`src/rtl/trace_packer.sv`:
```
// Trace packer: accepts 1..4-halfword trace packets in a single cycle and
// queues them in a halfword FIFO. A packet either fits completely or is
// dropped and counted. The FIFO drains one halfword per accepted handshake.
module trace_packer #(
    parameter int unsigned DEPTH = 16
) (
    input  logic                     clk_i,
    input  logic                     rst_ni,
    input  logic                     enable_i,
    input  logic                     flush_i,
    input  logic [63:0]              packet_i,
    input  logic [2:0]               packet_len_i,
    input  logic                     packet_valid_i,
    output logic [15:0]              data_o,
    output logic                     valid_o,
    input  logic                     ready_i,
    output logic [$clog2(DEPTH):0]   fill_o,
    output logic [15:0]              drop_cnt_o,
    output logic                     overflow_o
);

    localparam int AW = $clog2(DEPTH);
    localparam int FW = AW + 1;

    logic [15:0]   mem_q [DEPTH];
    logic [AW-1:0] wr_ptr_q, wr_ptr_d;
    logic [AW-1:0] rd_ptr_q, rd_ptr_d;
    logic [FW-1:0] fill_q, fill_d;
    logic [FW-1:0] free;
    logic [15:0]   drop_cnt_q, drop_cnt_d;
    logic          overflow_q, overflow_d;
    logic          push_req, len_ok, push_ok, drop, pop;

    // Output view of the FIFO head; empty FIFO shows zero so reset/flush read back 0x0000.
    always_comb begin
        valid_o    = (fill_q != '0);
        data_o     = valid_o ? mem_q[rd_ptr_q] : 16'h0000;
        fill_o     = fill_q;
        drop_cnt_o = drop_cnt_q;
        overflow_o = overflow_q;
    end

    // Push/drop decision and next-state; space check uses start-of-cycle fill,
    // so a same-cycle pop never makes room for the incoming packet.
    always_comb begin
        push_req   = packet_valid_i & enable_i & ~flush_i;
        len_ok     = (packet_len_i != 3'd0) && (packet_len_i <= 3'd4);
        free       = FW'(DEPTH) - fill_q;
        push_ok    = push_req & len_ok & (FW'(packet_len_i) <= free);
        drop       = push_req & (packet_len_i != 3'd0) & ~push_ok;
        pop        = valid_o & ready_i;

        wr_ptr_d   = wr_ptr_q;
        rd_ptr_d   = rd_ptr_q;
        fill_d     = fill_q;
        drop_cnt_d = drop_cnt_q;
        overflow_d = overflow_q;

        if (flush_i) begin
            wr_ptr_d   = '0;
            rd_ptr_d   = '0;
            fill_d     = '0;
            drop_cnt_d = '0;
            overflow_d = 1'b0;
        end else begin
            if (push_ok) begin
                wr_ptr_d = wr_ptr_q + AW'(packet_len_i);
            end
            if (pop) begin
                rd_ptr_d = rd_ptr_q + AW'(1);
            end
            fill_d = fill_q + (push_ok ? FW'(packet_len_i) : FW'(0)) - (pop ? FW'(1) : FW'(0));
            if (drop) begin
                overflow_d = 1'b1;
                if (drop_cnt_q != 16'hFFFF) begin
                    drop_cnt_d = drop_cnt_q + 16'd1;
                end
            end
        end
    end

    // Control state; async reset discards FIFO contents immediately.
    always_ff @(posedge clk_i or negedge rst_ni) begin
        if (!rst_ni) begin
            wr_ptr_q   <= '0;
            rd_ptr_q   <= '0;
            fill_q     <= '0;
            drop_cnt_q <= '0;
            overflow_q <= 1'b0;
        end else begin
            wr_ptr_q   <= wr_ptr_d;
            rd_ptr_q   <= rd_ptr_d;
            fill_q     <= fill_d;
            drop_cnt_q <= drop_cnt_d;
            overflow_q <= overflow_d;
        end
    end

    // Storage write: the whole packet lands in one cycle, halfword 0 at the write pointer.
    always_ff @(posedge clk_i) begin
        if (push_ok) begin
            for (int k = 0; k < 4; k++) begin
                if (3'(k) < packet_len_i) begin
                    mem_q[wr_ptr_q + AW'(k)] <= packet_i[16*k +: 16];
                end
            end
        end
    end

endmodule

```
`config.mk`:
```
export PLATFORM = sky130hd
export DESIGN_NAME = trace_packer
export DESIGN_NICKNAME = d
export VERILOG_FILES = /design/src/rtl/trace_packer.sv
export SDC_FILE = /design/constraint.sdc
export NUM_CORES = 1
export LEC_CHECK = 0
export ABC_CLOCK_PERIOD_IN_PS = 12260
export CORE_MARGIN = 2
export CORE_UTILIZATION = 40
export CTS_CLUSTER_DIAMETER = 200
export DETAILED_ROUTE_END_ITERATION = 8
export GPL_ROUTABILITY_DRIVEN = 0
export MAX_ROUTING_LAYER = met4
export PLACE_DENSITY_LB_ADDON = 0.05
export SLEW_MARGIN = 40
export SYNTH_ARGS = -nofsm -noshare
export SYNTH_HDL_FRONTEND = slang
export SYNTH_SLANG_ARGS = --single-unit
```
`constraint.sdc`:
```
create_clock -name clk_i -period 12.26 [get_ports clk_i]
set_input_delay 2.452 -clock clk_i [delete_from_list [all_inputs] [get_ports clk_i]]
set_output_delay 2.452 -clock clk_i [all_outputs]
set_load 0.02 [all_outputs]
```
==> key figures <==
Status
  – Outcome: finished, final reports clean

Layout
  – Area growth, synth to finish: 11.8%
  – Footprint of the multi-input gates: 0.00967 mm²
  – Nets: 1933
  – Register Area: 0.00845 mm²
  – Ratio of cells with drive above 1 in the final layout: 0.149
  – Number of fill cells in the layout: 4427
  – Layout Cells excl Fill: 2481

Yosys
  – Share of flip-flops with an asynchronous set or reset: 0.105
  – Adder-cell share of the synthesized area: 0.0145
  – Compound-Gate Fraction of Synth Area: 0.194
  – Post-Synthesis Cells: 1876
  – Netlist cell types: 66
  – Mux contribution to synthesized area: 0.162
  – Post-Synth XOR/XNOR Area: 0.00959
  – Synth Area in Simple Gates: 0.119
  – Post-synth EDFFs: 256
  – Ys flop type: edfxtp_1
  – Largest family of logic cells by synthesized area: compound AO/OA/AOI/OAI gates
  – Register area share after synthesis: 0.440
  – YS warnings: 0
  – Mapped cell area: 0.0192 mm²
  – Syn nets: 1970
  – Seq cells post-synth: 286
  – Avg Cell Area, Syn: 10.2 µm²

Clock tree
  – Post-CTS Setup Inserts: 0
  – Post-CTS Hold Fix Bufs: 0
  – CTS tree: built
  – Clk slew on worst S/H paths: 60 ps
  – CTS resizes: 0
  – Cts bufs inserted: 37
  – Max Root-Sink Buffers: 3
  – # clock sinks: 286
  – Worst-Skew Late Latency: 560 ps
  – # H-tree levels: 2
  – CTS root buffer: clkbuf_16

Power
  – Psw: 0.00104 W
  – Pint: 0.00208 W
  – VDD IR max: 0.000118 V
  – Gate power share: 0.299
  – Reg power frac: 0.360
  – Post-layout total power: 0.00312 W
  – Clock Power Share: 0.341
  – PD cells: 145 mW/mm²
  – Leak pwr: 7.38 nW
  – Switch share: 0.333

Die
  – Core ar.: 0.0475 mm²
  – Die width: 223 µm
  – Num ports: 112
  – # rows: 80
  – Initial Util: 0.404
  – Full die area: 0.0497 mm²
  – Die height: 223 µm

Critical path
  – Crit. End Element: register
  – Crit Path Class: primary input to register
  – RR Endpoint: mem_q[11][5]
  – Worst reg2reg setup slack: 7180 ps
  – CP Max Fanout: 59
  – RR Startpoint: fill_o[0]
  – Critical Path Start Type: primary input
  – Worst Path Required: 12520 ps
  – CP arrival: 7170 ps
  – R2R depth: 12

Detailed routing
  – Drc violations: 0
  – Vias: 17500
  – Initial DRC Count: 2714
  – Final WL: 86700 µm
  – Drt first pass iters: 6
  – Antenna-violating nets left: 0
  – Avg WL per Cell: 34.9 µm
  – Via/cell ratio: 7.06

Job
  – Max-Cap Viols: 0

Global route
  – First-pass GRT wire length: 122000 µm
  – All-Layer GR Usage: 0.354
  – Initial antenna violation count: 1
  – Vias in the first global route: 17000
  – GRT overflow: 0
  – Largest net degree at the start of global routing: 60

STA
  – Hold violation count in the final report: 0
  – Final period utilization: 0.564
  – Layout Skew: 18.6 ps
  – Slew @ Worst Pin: 946 ps
  – Final setup TNS: 0 ps
  – Setup violators final: 0
  – Max Slew Vio Count: 0
  – RSZ-0062 raised after global routing: no
  – Max_slew headroom: 0.364
  – Crit path time final: 6920 ps
  – Highest clock rate: 0.145 GHz

Placement
  – DP Cell Count: 2412
  – Port-buffer cells: 111
  – HPWL after detailed placement: 54900 µm

Min path
  – Worst Min Path Start: overflow_o
  – Hold Path Sink: overflow_o
  – Hold depth: 2
  – Hold Path Class: register to register
[metal layers]
metal	GRT usage	up-vias	part of all wire
met5	-	-	0
met4	0.170	0	0.050
met3	0.0739	308	0.11
met2	0.546	1327	0.46
met1	0.447	8659	0.38
li1	-	7213	-
[state kept, by name, indices dropped and copies added (netlist names)]
register,cells
drop_cnt_o,16
fill_o,5
mem_q,256
overflow_o,1
rd_ptr_q,4
wr_ptr_q,4
[worst max-delay path by stage]
stage,from,end,slack [ps],cells past startpoint
2_1_floorplan,packet_len_i[1],mem_q[15][0],6110,6
3_3_place_gp,packet_len_i[1],mem_q[11][10],4820,9
3_5_place_dp,packet_len_i[1],mem_q[4][11],4890,8
4_1_cts,rd_ptr_q[0],data_o[5],5440,5
5_1_grt,packet_len_i[1],mem_q[11][5],5070,10
6_report,packet_len_i[1],mem_q[11][5],5340,10
[power groups by stage]
stage	registers [W]	clock network [W]	logic (W)
5_1_grt	0.00113	0.00110	0.000978
6_report	0.00112	0.00106	0.000934
3_5_place_dp	0.00116	0	0.000884
4_1_cts	0.00114	0.00107	0.000889
2_1_floorplan	0.00113	0	0.000578
3_3_place_gp	0.00116	0	0.000891
[synthesized netlist by cell type, drive strengths merged (2+ instances only)]
| master | instances | share of area |
|---|---|---|
| nand2 | 268 | 0.052 |
| edfxtp | 256 | 0.40 |
| o22ai | 226 | 0.074 |
| a21oi | 176 | 0.046 |
| clkbuf | 137 | 0.027 |
| mux2i | 130 | 0.068 |
| buf | 106 | 0.029 |
| mux4 | 80 | 0.094 |
| nor2 | 72 | 0.014 |
| a32oi | 65 | 0.030 |
| a31oi | 33 | 0.011 |
| o221ai | 32 | 0.015 |
| dfrtp | 30 | 0.039 |
| nand3 | 28 | 0.0095 |
| and2 | 27 | 0.0088 |
| inv | 26 | 0.0051 |
| nand4 | 21 | 0.0087 |
| ha | 19 | 0.012 |
| o21ai | 19 | 0.0052 |
| nor3 | 12 | 0.0045 |
| or3 | 12 | 0.0039 |
| xnor2 | 12 | 0.0055 |
| and3 | 11 | 0.0036 |
| nand2b | 10 | 0.0033 |
| xor2 | 9 | 0.0041 |
| nor2b | 8 | 0.0026 |
| o211ai | 8 | 0.0031 |
| a21o | 6 | 0.0023 |
| nand3b | 4 | 0.0016 |
| o31ai | 4 | 0.0018 |
| nor4 | 3 | 0.00098 |
| or4 | 3 | 0.0012 |
| and4 | 2 | 0.00091 |
| fa | 2 | 0.0021 |
| nand4b | 2 | 0.00091 |
| o21a | 2 | 0.00078 |
| o31a | 2 | 0.0014 |
[critical path, stage by stage]
cell	delay, ps
clkdlybuf4s50_1	740
ha_1	320
nor2b_1	140
o31ai_1	450
o31a_4	590
buf_4	690
nand3_2	470
and2_1	520
o211ai_1	460
buf_4	320
[kinds of logic (layout without fill, tap and decap cells)]
group | Yosys count | after routing
buffers and inverters | 269 | 257
AO/OA/AOI/OAI | 581 | 581
other | 0 | 2
adder cells (fa/ha/maj) | 21 | 21
AND/OR/NAND/NOR | 487 | 487
multiplexers | 211 | 211
XOR/XNOR | 21 | 21
flip-flops | 286 | 286
[cells in the final DEF (no fill, tap or decap), types with 33 or more instances in the layout]
master / count
clkbuf_16: 39
o22ai_1: 226
a21oi_1: 175
mux4_2: 80
a32oi_1: 65
mux2i_1: 130
buf_2: 50
edfxtp_1: 256
a31oi_1: 33
buf_4: 44
nand2_1: 266
nor2_1: 72
clkdlybuf4s50_1: 62
[cell type report]
cell class                 count  share of cell area
inverter                      26             0.00455
tap                          615              0.0359
antenna                        2            0.000233
clock inverter                11             0.00367
clock buffer                  53              0.0489
multi-input combinational   1321               0.451
sequential                   286               0.394
timing repair buffer         167              0.0623
[through the flow]
step / hold slack, ps / utilization / instance area (µm²) / setup WS, ps
global placement: 539 / 0.428 / 20300 / 4820
CTS: 541 / 0.450 / 21400 / 5440
finish: 534 / 0.451 / 21500 / 5340
detailed placement: 532 / 0.426 / 20300 / 4890
floorplan: 546 / - / 19200 / 6110
global route: 580 / 0.451 / 21500 / 5070
No activity file was read; power rests on OpenSTA's default activity.
==> RTL change, RTL diff (config.mk and constraints unchanged) <==
Set the parameter `DEPTH` to 8 (it was 16).
--- a/src/rtl/trace_packer.sv
+++ b/src/rtl/trace_packer.sv
@@ -4,3 +4,3 @@
 module trace_packer #(
-    parameter int unsigned DEPTH = 16
+    parameter int unsigned DEPTH = 8
 ) (
Ports: changed (resized fill_o); port bits go from 112 to 111. No check against the original RTL was run, so the function may have changed too.
==> RTL change against the original RTL <==
- critical path depth decreased by 2
- area after synthesis fell by 43%
- setup slack improved by 0.47 ns
- sequential share of layout area down 4.0 points
- sequential cell count fell by 131
- wire length decreased by 57%
- die area is 42% lower
- cell area shrank 40%
- maximum frequency increased by 7.3%
- power decreased by 43%
==> RTL change: results (changes against the original RTL) <==
- CTS Buf Count: 17 (was 37)
- Status: finished, final reports clean (unchanged)
- Clock Latency Late Sink: 0.45 ns (was 0.56 ns)
- Area contributors post-synth: edfxtp_1 35%, mux2i_1 7.4%, mux4_2 6.6%, dfrtp_1 6.2%, nor2_1 4.6% (was edfxtp_1 40%, mux4_2 9.4%, o22ai_1 7.4%, mux2i_1 6.8%, nand2_1 5.2%)
- First-pass GRT wire length: 56480 um (was 122500 um)
- Avg WL per Cell: 25.15 um (was 34.93 um)
- Vias in the first global route: 8861 (was 16994)
- EDFF count, synth: 128 (was 256)
- Register area share after synthesis: 41.19% (was 43.98%)
- Max FFs per register: 128 (was 256)
- Yosys Warn Count: 0 (unchanged)
- Share of flip-flops with an asynchronous set or reset: 17.42% (was 10.49%)
- Placed cell count: 1454 (was 2412)
- Leakage Power: 4.754 nW (was 7.384 nW)
- Critical path's largest stage delay: 0.72 ns (was 0.74 ns)
- Worst-path clk slew: 0.07 ns
- Crit-path max FO: 17 (was 59)
- Layout cells sized above 1: 13.28% (was 14.91%)
- Cell Area, Placed: 0.01220 mm2 (was 0.02026 mm2)
- GRT Total Usage: 27.36% (was 35.43%)
- Largest net degree at the start of global routing: 34 (was 60)
- DR iter-0 viols: 902 (was 2714)
- Initial DRT Pass Iterations: 5 (was 6)
- Net Count, Synth: 1188 (was 1970)
- Post-DR vias/cell: 6.103 (was 7.056)
- VDD IR-drop max: 91.01 uV (was 117.6 uV)
- Setup bufs post-CTS: 0 (unchanged)
- Port Buf Inserts: 110 (was 111)
- Max clock buf depth: 2 (was 3)
- Worst slack, placed: 5.390 ns (was 4.890 ns)
- CP delay by family, top: simple AND/OR/NAND/NOR gates (was buffers and inverters)
- H-tree levels: 4 (was 2)
- Relative slew slack: 42.82% (was 36.43%)
- Synth cell count leaders: 135 x nor2_1, 128 x edfxtp_1, 92 x nand2_1 (was 268 x nand2_1, 256 x edfxtp_1, 226 x o22ai_1)
- Antenna violations before repair: 1 (unchanged)
- Clock Skew: 0.01101 ns (was 0.01856 ns)
- Worst hold start: overflow_o (unchanged)
- Vias: 9075 (was 17507)
- Dpl hpwl: 24090 um (was 54890 um)
- CP startpoint: packet_len_i[1] (unchanged)
- Slowest library cell on the worst path: and2_1 (was clkdlybuf4s50_1)
- Syn_area_per_cell: 9.994 um2 (was 10.23 um2)
- CP arrival: 6.44 ns (was 7.17 ns)
## RTL change: cell count changes after synthesis, sizes merged, moves of 65 or more
cell	before	now
nand2	268	92
o22ai	226	65
a21oi	176	43
edfxtp	256	128
clkbuf	137	55
a32oi	65	0
nor2	72	137
## RTL change: cell type report
cell class,count,area [um2]
repair buffers,131,1262
fillers,2542,14170
flip-flops and latches,155,4521
clock inverters,15,151.4
well taps,341,426.7
clock buffers,17,425.4
multi-input cells,810,5932
inverters,17,63.81
diodes,1,2.502
## RTL change: per-layer routing
metal	up-vias	wire, um	global-route usage [%]
met5	-	0	-
met3	93	2490	3.895
met1	4340	16670	37.49
met2	429	16570	40.39
li1	4213	-	-
met4	0	1661	12.37
## RTL change: where the power goes
group	leakage, nW	switching, mW	total, mW	internal, mW
registers	1.52	0.0187	0.612	0.594
clock network	0.282	0.259	0.530	0.271
logic	2.95	0.375	0.652	0.277
total	4.75	0.653	1.79	1.14
## RTL change: cells by family after synthesis
kind of cell / count (synthesis) / share of synthesized area (%)
and+or+nand+nor: 332 / 14.12
muxes: 149 / 17.65
buffers and inverters: 133 / 5.336
xor gates and xnor gates: 14 / 1.186
AOI/OAI and AO/OA: 297 / 18.35
DFF: 155 / 41.19
adders and majority gates: 18 / 2.178
## RTL change: final timing paths
kind / end / slack (ns) / depth (start not counted)
worst max-delay path: mem_q[6][14] / 5.81 / 8
worst min-delay path: overflow_o / 0.49 / 1
worst max register to register: mem_q[6][14] / 7.60 / 10
worst min register to register: overflow_o / 0.49 / 1
max in group asynchronous: rd_ptr_q[0] / 9.57 / 2
min in group asynchronous: drop_cnt_o[13] / 2.39 / 2
